### src/rtl/mc_ctrl_fsm.sv
// mc_ctrl_fsm: multi-cycle control unit for the RV32 subset core.
// Sequences fetch/decode/execute/memory/write-back, handles memory
// wait-states with a bus-timeout watchdog, raises sticky traps and
// counts retired instructions.
module mc_ctrl_fsm #(
  parameter int unsigned         ALU_OP_W    = 4,
  parameter logic [ALU_OP_W-1:0] ALU_ADD     = 4'b0000,
  parameter logic [ALU_OP_W-1:0] ALU_SUB     = 4'b1000,
  parameter logic                MEM_WAIT_EN = 1'b1,
  parameter int unsigned         WAIT_MAX    = 16,
  parameter int unsigned         CNT_W       = 32
) (
  input  logic                clk,
  input  logic                rst_n,
  input  logic                is_r,
  input  logic                is_imm,
  input  logic                is_lui,
  input  logic                is_lw,
  input  logic                is_sw,
  input  logic                is_branch,
  input  logic                is_jalr,
  input  logic                is_jal,
  input  logic                illegal,
  input  logic [2:0]          funct3,
  input  logic [ALU_OP_W-1:0] alu_op_in,
  input  logic                zf,
  input  logic                sf,
  input  logic                cf,
  input  logic                mem_ready,
  output logic                pc_write,
  output logic                pc0_write,
  output logic                ir_write,
  output logic                reg_write,
  output logic                mem_write,
  output logic                mem_req,
  output logic                mdr_write,
  output logic                rs2_imm_s,
  output logic [1:0]          w_data_s,
  output logic [1:0]          pc_s,
  output logic [ALU_OP_W-1:0] alu_op_o,
  output logic                trap,
  output logic [1:0]          trap_cause,
  output logic [CNT_W-1:0]    instret
);

  localparam logic [4:0] S_IDLE    = 5'd0;
  localparam logic [4:0] S_FETCH   = 5'd1;
  localparam logic [4:0] S_DECODE  = 5'd2;
  localparam logic [4:0] S_EX_R    = 5'd3;
  localparam logic [4:0] S_EX_I    = 5'd4;
  localparam logic [4:0] S_WB_ALU  = 5'd5;
  localparam logic [4:0] S_LUI     = 5'd6;
  localparam logic [4:0] S_JAL     = 5'd7;
  localparam logic [4:0] S_ADDR    = 5'd8;
  localparam logic [4:0] S_JALR    = 5'd9;
  localparam logic [4:0] S_LD_WAIT = 5'd10;
  localparam logic [4:0] S_LD_WB   = 5'd11;
  localparam logic [4:0] S_ST_WAIT = 5'd12;
  localparam logic [4:0] S_BR_CMP  = 5'd13;
  localparam logic [4:0] S_BR_DEC  = 5'd14;
  localparam logic [4:0] S_TRAP    = 5'd15;

  localparam logic [1:0] CAUSE_ILL = 2'b01;
  localparam logic [1:0] CAUSE_TMO = 2'b10;
  localparam logic [1:0] CAUSE_BR  = 2'b11;

  // Memory-class kind remembered from DECODE so ADDR can branch without
  // relying on the decoder flags staying valid.
  localparam logic [1:0] K_LW   = 2'b00;
  localparam logic [1:0] K_SW   = 2'b01;
  localparam logic [1:0] K_JALR = 2'b10;

  localparam int unsigned     WC_W    = $clog2(WAIT_MAX);
  localparam logic [WC_W-1:0] WC_LAST = WC_W'(WAIT_MAX - 1);

  logic [4:0]          state_q,    state_d;
  logic [ALU_OP_W-1:0] alu_op_q,   alu_op_d;
  logic                rs2_imm_q,  rs2_imm_d;
  logic [1:0]          cause_q,    cause_d;
  logic [CNT_W-1:0]    instret_q,  instret_d;
  logic [WC_W-1:0]     wait_cnt_q, wait_cnt_d;
  logic [1:0]          kind_q,     kind_d;
  logic [2:0]          f3_q,       f3_d;
  logic                rdy_s;
  logic                wd_hit_s;
  logic                taken_s;
  logic                bad_f3_s;
  logic                retire_s;

  // With wait-states disabled the memory is treated as always ready,
  // which also keeps the watchdog from ever firing.
  assign rdy_s    = MEM_WAIT_EN ? mem_ready : 1'b1;
  assign wd_hit_s = !rdy_s && (wait_cnt_q == WC_LAST);
  assign bad_f3_s = (f3_q[2:1] == 2'b01);

  assign alu_op_o   = alu_op_q;
  assign rs2_imm_s  = rs2_imm_q;
  assign trap       = (state_q == S_TRAP);
  assign trap_cause = cause_q;
  assign instret    = instret_q;

  // Branch condition from the latched funct3 and the live ALU flags.
  always_comb begin
    taken_s = 1'b0;
    case (f3_q)
      3'b000:  taken_s = zf;
      3'b001:  taken_s = !zf;
      3'b100:  taken_s = sf;
      3'b101:  taken_s = !sf;
      3'b110:  taken_s = cf;
      3'b111:  taken_s = !cf;
      default: taken_s = 1'b0;
    endcase
  end

  // Next-state, registered-select, watchdog and retire decisions.
  always_comb begin
    state_d    = state_q;
    alu_op_d   = alu_op_q;
    rs2_imm_d  = rs2_imm_q;
    cause_d    = cause_q;
    kind_d     = kind_q;
    f3_d       = f3_q;
    wait_cnt_d = {WC_W{1'b0}};
    retire_s   = 1'b0;
    case (state_q)
      S_IDLE: state_d = S_FETCH;
      S_FETCH: begin
        if (rdy_s) begin
          state_d = S_DECODE;
        end else if (wd_hit_s) begin
          state_d = S_TRAP;
          cause_d = CAUSE_TMO;
        end else begin
          wait_cnt_d = wait_cnt_q + WC_W'(1);
        end
      end
      S_DECODE: begin
        f3_d = funct3;
        if (illegal) begin
          state_d = S_TRAP;
          cause_d = CAUSE_ILL;
        end else if (is_jal) begin
          state_d = S_JAL;
        end else if (is_lui) begin
          state_d = S_LUI;
        end else if (is_r) begin
          state_d = S_EX_R;
        end else if (is_imm) begin
          state_d = S_EX_I;
        end else if (is_lw) begin
          state_d = S_ADDR;
          kind_d  = K_LW;
        end else if (is_sw) begin
          state_d = S_ADDR;
          kind_d  = K_SW;
        end else if (is_jalr) begin
          state_d = S_ADDR;
          kind_d  = K_JALR;
        end else if (is_branch) begin
          state_d = S_BR_CMP;
        end else begin
          state_d = S_TRAP;
          cause_d = CAUSE_ILL;
        end
      end
      S_EX_R: begin
        alu_op_d  = alu_op_in;
        rs2_imm_d = 1'b0;
        state_d   = S_WB_ALU;
      end
      S_EX_I: begin
        alu_op_d  = alu_op_in;
        rs2_imm_d = 1'b1;
        state_d   = S_WB_ALU;
      end
      S_WB_ALU, S_LUI, S_JAL, S_JALR, S_LD_WB: begin
        retire_s = 1'b1;
        state_d  = S_FETCH;
      end
      S_ADDR: begin
        alu_op_d  = ALU_ADD;
        rs2_imm_d = 1'b1;
        case (kind_q)
          K_LW:    state_d = S_LD_WAIT;
          K_SW:    state_d = S_ST_WAIT;
          K_JALR:  state_d = S_JALR;
          default: begin
            state_d = S_TRAP;
            cause_d = CAUSE_ILL;
          end
        endcase
      end
      S_LD_WAIT, S_ST_WAIT: begin
        if (rdy_s) begin
          retire_s = (state_q == S_ST_WAIT);
          state_d  = (state_q == S_ST_WAIT) ? S_FETCH : S_LD_WB;
        end else if (wd_hit_s) begin
          state_d = S_TRAP;
          cause_d = CAUSE_TMO;
        end else begin
          wait_cnt_d = wait_cnt_q + WC_W'(1);
        end
      end
      S_BR_CMP: begin
        alu_op_d  = ALU_SUB;
        rs2_imm_d = 1'b0;
        state_d   = S_BR_DEC;
      end
      S_BR_DEC: begin
        if (bad_f3_s) begin
          state_d = S_TRAP;
          cause_d = CAUSE_BR;
        end else begin
          retire_s = 1'b1;
          state_d  = S_FETCH;
        end
      end
      S_TRAP:  state_d = S_TRAP;
      default: state_d = S_IDLE;
    endcase
    instret_d = retire_s ? (instret_q + CNT_W'(1)) : instret_q;
  end

  // Datapath strobes and selects decoded from the current state.
  always_comb begin
    pc_write  = 1'b0;
    pc0_write = 1'b0;
    ir_write  = 1'b0;
    reg_write = 1'b0;
    mem_write = 1'b0;
    mem_req   = 1'b0;
    mdr_write = 1'b0;
    w_data_s  = 2'b00;
    pc_s      = 2'b00;
    case (state_q)
      S_FETCH: begin
        mem_req   = 1'b1;
        ir_write  = rdy_s;
        pc_write  = rdy_s;
        pc0_write = rdy_s;
      end
      S_WB_ALU: reg_write = 1'b1;
      S_LUI: begin
        reg_write = 1'b1;
        w_data_s  = 2'b01;
      end
      S_JAL: begin
        reg_write = 1'b1;
        w_data_s  = 2'b11;
        pc_write  = 1'b1;
        pc_s      = 2'b01;
      end
      S_JALR: begin
        reg_write = 1'b1;
        w_data_s  = 2'b11;
        pc_write  = 1'b1;
        pc_s      = 2'b10;
      end
      S_LD_WAIT: begin
        mem_req   = 1'b1;
        mdr_write = rdy_s;
      end
      S_LD_WB: begin
        reg_write = 1'b1;
        w_data_s  = 2'b10;
      end
      S_ST_WAIT: begin
        mem_req   = 1'b1;
        mem_write = 1'b1;
      end
      S_BR_DEC: begin
        pc_write = taken_s && !bad_f3_s;
        pc_s     = 2'b01;
      end
      default: pc_s = 2'b00;
    endcase
  end

  // State and bookkeeping registers; reset returns to IDLE immediately.
  always_ff @(posedge clk or negedge rst_n) begin
    if (!rst_n) begin
      state_q    <= S_IDLE;
      alu_op_q   <= {ALU_OP_W{1'b0}};
      rs2_imm_q  <= 1'b0;
      cause_q    <= 2'b00;
      instret_q  <= {CNT_W{1'b0}};
      wait_cnt_q <= {WC_W{1'b0}};
      kind_q     <= 2'b00;
      f3_q       <= 3'b000;
    end else begin
      state_q    <= state_d;
      alu_op_q   <= alu_op_d;
      rs2_imm_q  <= rs2_imm_d;
      cause_q    <= cause_d;
      instret_q  <= instret_d;
      wait_cnt_q <= wait_cnt_d;
      kind_q     <= kind_d;
      f3_q       <= f3_d;
    end
  end

endmodule

### config.mk
export PLATFORM = sky130hd
export DESIGN_NAME = mc_ctrl_fsm
export DESIGN_NICKNAME = d
export VERILOG_FILES = /design/src/rtl/mc_ctrl_fsm.sv
export SDC_FILE = /design/constraint.sdc
export NUM_CORES = 1
export LEC_CHECK = 0
export CORE_UTILIZATION = 35
export DETAILED_ROUTE_END_ITERATION = 16
export PLACE_DENSITY_LB_ADDON = 0.2
export REMOVE_ABC_BUFFERS = 1
export SLEW_MARGIN = 20
export SYNTH_ARGS = -nofsm -noshare
export SYNTH_HDL_FRONTEND = slang
export SYNTH_SLANG_ARGS = --single-unit
### constraint.sdc
create_clock -name clk -period 1.8 [get_ports clk]
set_input_delay 0.36 -clock clk [delete_from_list [all_inputs] [get_ports clk]]
set_output_delay 0.36 -clock clk [all_outputs]
set_load 0.01 [all_outputs]
Yosys cells after proc, flatten, opt, wreduce, memory -nomap -nowiden
Cells that the tools add are included.
- register bits after elaboration: 53
- bits of input ports: 22
- output and inout port bits: 51
- add/sub/neg operators: 2
- equal/unequal tests: 36
- muxes and demuxes: 50
- bitwise logic cells: 5
- reduce and logical (&&, ||, !) cells: 26
- operators by type and width (operator ; count):
    case mux 5 bit (9 select lines) ; 1
    == test 5 x 4 -> 1 bit (second input constant) ; 8
    2-to-1 mux 4 bit ; 10
    2-to-1 mux 2 bit ; 17
    adder 32 x 1 -> 32 bit (second input constant) ; 1
    inequality test 3 bit (second input constant) ; 8
    == test 5 x 3 -> 1 bit (second input constant) ; 4
    2-to-1 mux 5 bit ; 3
    AND reduction 13 bit ; 1
    == test 3 bit (second input constant) ; 4
    case mux 4 bit (3 select lines) ; 1
    OR reduction 2 bit ; 6
    == test 5 x 2 -> 1 bit (second input constant) ; 2
    2-to-1 mux 3 bit ; 3
    case mux 3 bit (3 select lines) ; 1
    case mux 2 bit (4 select lines) ; 1
    2-to-1 mux 1 bit ; 7
    AND reduction 7 bit ; 1
    inequality test 2 bit (second input constant) ; 3
    case mux 1 bit (3 select lines) ; 2
    case mux 1 bit (6 select lines) ; 1
    case mux 2 bit (3 select lines) ; 1
    nonzero test 3 bit ; 2
    OR reduction 3 bit ; 2
    19 further kinds ; 29

Depth between registers and ports, before layout
Gate-level depths: netlist of run 1.
- depth after elaboration: 10
- depth in mapped cells: 7
- gate-level depth less buffers: 6

Worst setup path after synthesis of run 1
OpenSTA, ideal clock, no wires.
- path type: reg2out
- start point: reg state_q[3]
- end point: out pc_write
- arrival time: 1.464 ns
- required time: 1.440 ns
- path slack: -0.024 ns
- cell stages (with the launch flop): 7
- buffers on the path: 2
- cells stage by stage: dfrtp_1 > clkbuf_1 > buf_1 > nor2_1 > nor3_1 > nor2_1 > o22ai_1
- cells in the longest elaborated chain, start to end: 3
- elaborated cells between the ends (all ways): 6
- those cells by class: 4 x eq/ne; 1 x mux; 1 x reduce/logical
- ends and longest elaborated chain (element ; RTL line ; source):
    start, declared ; 76 ; logic [4:0] state_q, state_d;
    start signal, assigned ; 292 ; state_q <= state_d;
    == test 5 x 4 -> 1 bit / == test 5 x 3 -> 1 bit (equally long branches) ; 236 ; case (state_q)
    OR reduction 2 bit (no source line) ; - ;
    case mux 1 bit (3 select lines) * ; 236 ;
    end, declared ; 30 ; output logic pc_write,
Every way passes the cells marked *; elsewhere a longest branch is shown, timed or not.

Worst setup path after layout of run 1
- start point: reg state_q[2]
- end point: out mem_req
- cells in the longest elaborated chain, start to end: 3
- elaborated cells between the ends (all ways): 5
- those cells by class: 3 x eq/ne; 1 x mux; 1 x reduce/logical
- ends and longest elaborated chain (element ; RTL line ; source):
    == test 5 x 4 -> 1 bit / == test 5 x 1 -> 1 bit (equally long branches) ; 236 ;
    OR reduction 3 bit (no source line) * ; - ;
    2-to-1 mux 1 bit * ; 236 ;
    end, declared ; 35 ; output logic mem_req,
Marked as above.

==> results of run 1 <==
-- repair_timing --
action	4_1_cts	5_1_grt
hold buffers	0	0
setup endpoints to repair	50	63
gates resized for setup	146	56
pin swaps	53	53
buffers inserted	30	19
gates cloned	3	1
-- cell families (layout without fill, tap and decap cells) --
logic type | count (synthesis) | after routing | share of synthesized area
and+or+nand+nor | 146 | 146 | 0.3009
DFF | 53 | 53 | 0.4137
AOI/OAI and AO/OA | 50 | 50 | 0.1046
xor gates and xnor gates | 36 | 36 | 0.09836
buffers and inverters | 23 | 190 | 0.03318
muxes | 8 | 8 | 0.02849
adders and majority gates | 5 | 5 | 0.01952
other | 1 | 1 | 0.001170
-- power by group --
part           internal [W]  leakage [nW]  switching (W)
combinational       0.00164          1.87        0.00140
sequential          0.00137         0.610       0.000188
clock              0.000419        0.0554       0.000429
total               0.00344          2.54        0.00201
-- path summary, 6_finish.rpt --
kind	from	endpoint	depth (start not counted)
max	state_q[2]	mem_req	4
min	rst_n	kind_q[1]	2
max reg2reg	state_q[2]	trap_cause[0]	8
min reg2reg	wait_cnt_q[0]	wait_cnt_q[0]	1
max in group asynchronous	rst_n	state_q[3]	2
min in group clk	wait_cnt_q[0]	wait_cnt_q[0]	1
-- cell type report --
class,count,area [um^2]
fill,680,3186
multi-input combinational,246,2330
timing repair buffer,175,1687
sequential,53,1331
tap,108,135.1
clock buffer,6,72.57
clock inverter,2,38.79
inverter,7,26.28
-- cells in the final DEF, fill, tap and decap left out, types with 3 or more instances in the layout --
master and instances:
nor2_4 5, a21o_1 3, dfrtp_1 49, nand2b_4 3
buf_2 9, nor2_2 5, xnor2_1 7, inv_1 6
dfrtp_2 4, a22o_1 3, clkbuf_8 5, ha_1 5
nand2_1 17, nor2_1 16, nand4_1 4, o21ai_0 8
nor4_4 13, buf_4 69, a21oi_1 12, nand3_1 9
nor4b_4 6, mux2_2 4, nand2_2 4, nor2b_1 3
a21oi_2 3, nand2b_1 4, o21ai_1 4, nor3_4 10
nor3_2 5, clkdlybuf4s50_1 57, and3_4 3, xor2_1 28
buf_6 28, nor3_1 7, buf_12 7
-- state kept, by name, indices dropped and copies added (netlist names) --
register	flops
wait_cnt_q	4
f3_q	3
state_q	5
trap_cause	2
rs2_imm_s	1
alu_op_o	4
kind_q	2
instret	32
-- per-stage QoR --
step / cell area (um^2) / instances / hold slack (ns) / TNS (ns) / worst slack [ns]
after floorplan: 3126 / 306 / 0.06441 / -8.670 / -0.3202
after global placement: 4444 / 545 / 0.3845 / -13.35 / -0.5123
after detailed placement: 4444 / 545 / 0.3893 / -13.81 / -0.5349
after CTS: 5321 / 585 / 0.05152 / -7.639 / -0.3288
after global routing: 5620 / 597 / 0.06111 / -8.667 / -0.3617
final: 5620 / 597 / 0.02388 / -4.982 / -0.3090
-- critical path, delay by kind of cell, from the launching register on --
kind            cells  cell delay, ns
buf+inv             2            0.27
simple gates        1            0.54
flops               1            0.42
compound gates      1            0.22
-- metal layers --
layer	GRT usage	wire, um
met5	0	0
met4	0.04312	93
met3	0.03094	482
met2	0.3350	4896
met1	0.2787	4358
==> summary.txt, run 1 <==
STA
  • RSZ-0062 raised after global routing: yes
  • Worst Slack Setup Final: -0.3090 ns
  • Final slew viol count: 0
  • Max frequency: 474.2 MHz
  • Min cycle time layout: roughly 2.1 ns
  • # setup viols final: 47
  • Part of the cycle the worst path needs: 1.172
  • Worst clock skew: ~0.011 ns
  • Final hold vios: 0

Run
  • Max cap viols: 0

Global routing
  • First-pass GRT wire length: around 16,000 um
  • Vias in the first global route: about 3,100
  • Grt ovf: 0
  • Initial antenna violation count: 0
  • Total GRT Usage: 0.2017
  • Largest net degree at the start of global routing: 54

Synth
  • FFs w/ async S/R, synth: 1.000
  • Synthesis Warnings: 0
  • Top-count cell post-synth: dfrtp_1
  • Synth cell types: just under 60
  • Netlist Area Pre-Place: ~3200 um^2
  • Post-synth top area share: 0.4137
  • Commonest cells in the netlist: dfrtp_1, xor2_1, nor2_1
  • Seq/Total Area, Yosys: 0.4137
  • Synth Register Bits: 53
  • Top post-synthesis cells by area: dfrtp_1, xor2_1, nor4_2
  • Top_reg_cell synth: dfrtp_1
  • Leading area contributor after synthesis: dfrtp_1
  • Post-synth EDFFs: 0
  • Syn_area_per_cell: about 10 um^2
  • Syn Inst Count: 322

Routing
  • 1st-pass router iterations: 10
  • Initial DRC Count: between 100 and 150
  • Vias per cell: ~5.3
  • Post-route DRC violation count: 4
  • Routed wire length: slightly below 10,000 um
  • Remaining antenna violation count: 0
  • Vias: roughly 3,200
  • WL/cell: approximately 16 um

Power
  • LEAKAGE: between 2 and 3 nW
  • PwrDens: between 900 and 1000 nW/um^2
  • Peak supply drop: 544.8 uV
  • Total Power: about 0.0054 W

Worst setup path
  • CP max-delay cell: or4bb_4
  • Most frequent CP cell: buf_6
  • Worst reg-to-reg setup slack: -0.28 ns
  • WS Path Type: reg -> out
  • Critical Path Fanout Max: 5
  • Critical Path Start Type: register
  • CP Cell Sequence: buf_6 -> or4bb_4 -> a31oi_4 -> buf_6
  • CP Capture Type: output pin
  • CP Data Arrival Time: roughly 1.8 ns
  • Worst EP required: ~1.4 ns
  • CP max stage delay: 0.54 ns

Clock network
  • Bufs on Longest Clock Path: 2
  • CTS clk-pin slew, worst paths: around 0.1 ns
  • CTS Buf Count: 5
  • Clk Latency, worst-skew pair: 0.31 ns
  • Root buffer cell: clkbuf_8
  • Num Clock Sinks: 53
  • CTS tree: yes
  • H-tree levels: 2

Final layout
  • Nets: about 520
  • Final Util: 0.6383
  • Area grow syn2layout: 75.33%
  • Layout cells sized above 1: 0.4438
  • ANT cells: 0

Worst hold path
  • Hold crit path type: in -> async

Floorplanning
  • Core Area: between 8000 and 9000 um^2
  • Cell Rows: 34
  • Die Wd: between 90 and 100 um
  • Boundary Pins: 73
  • DIE AREA: around 9500 um^2
  • Starting Density: 0.3640
  • Die Y-Extent: between 90 and 100 um

Placement
  • GPL Wtd Cong: approximately 0.87
  • Hpwl dp: around 6100 um
  • Input/output buffers: 72

Run status
  • Status: complete, but fails checks
  • Failing checks: DRC, setup timing
No activity file was read; power rests on OpenSTA's default activity.
==> inputs of run 2 (changes only) <==
ABC_CLOCK_PERIOD_IN_PS = 1800   (was default)
GPL_TIMING_DRIVEN = 1   (was default)
SLEW_MARGIN = 25   (was 20)
==> results of run 2 <==
The final DEF is identical to that of run 1; final timing and power are the same.
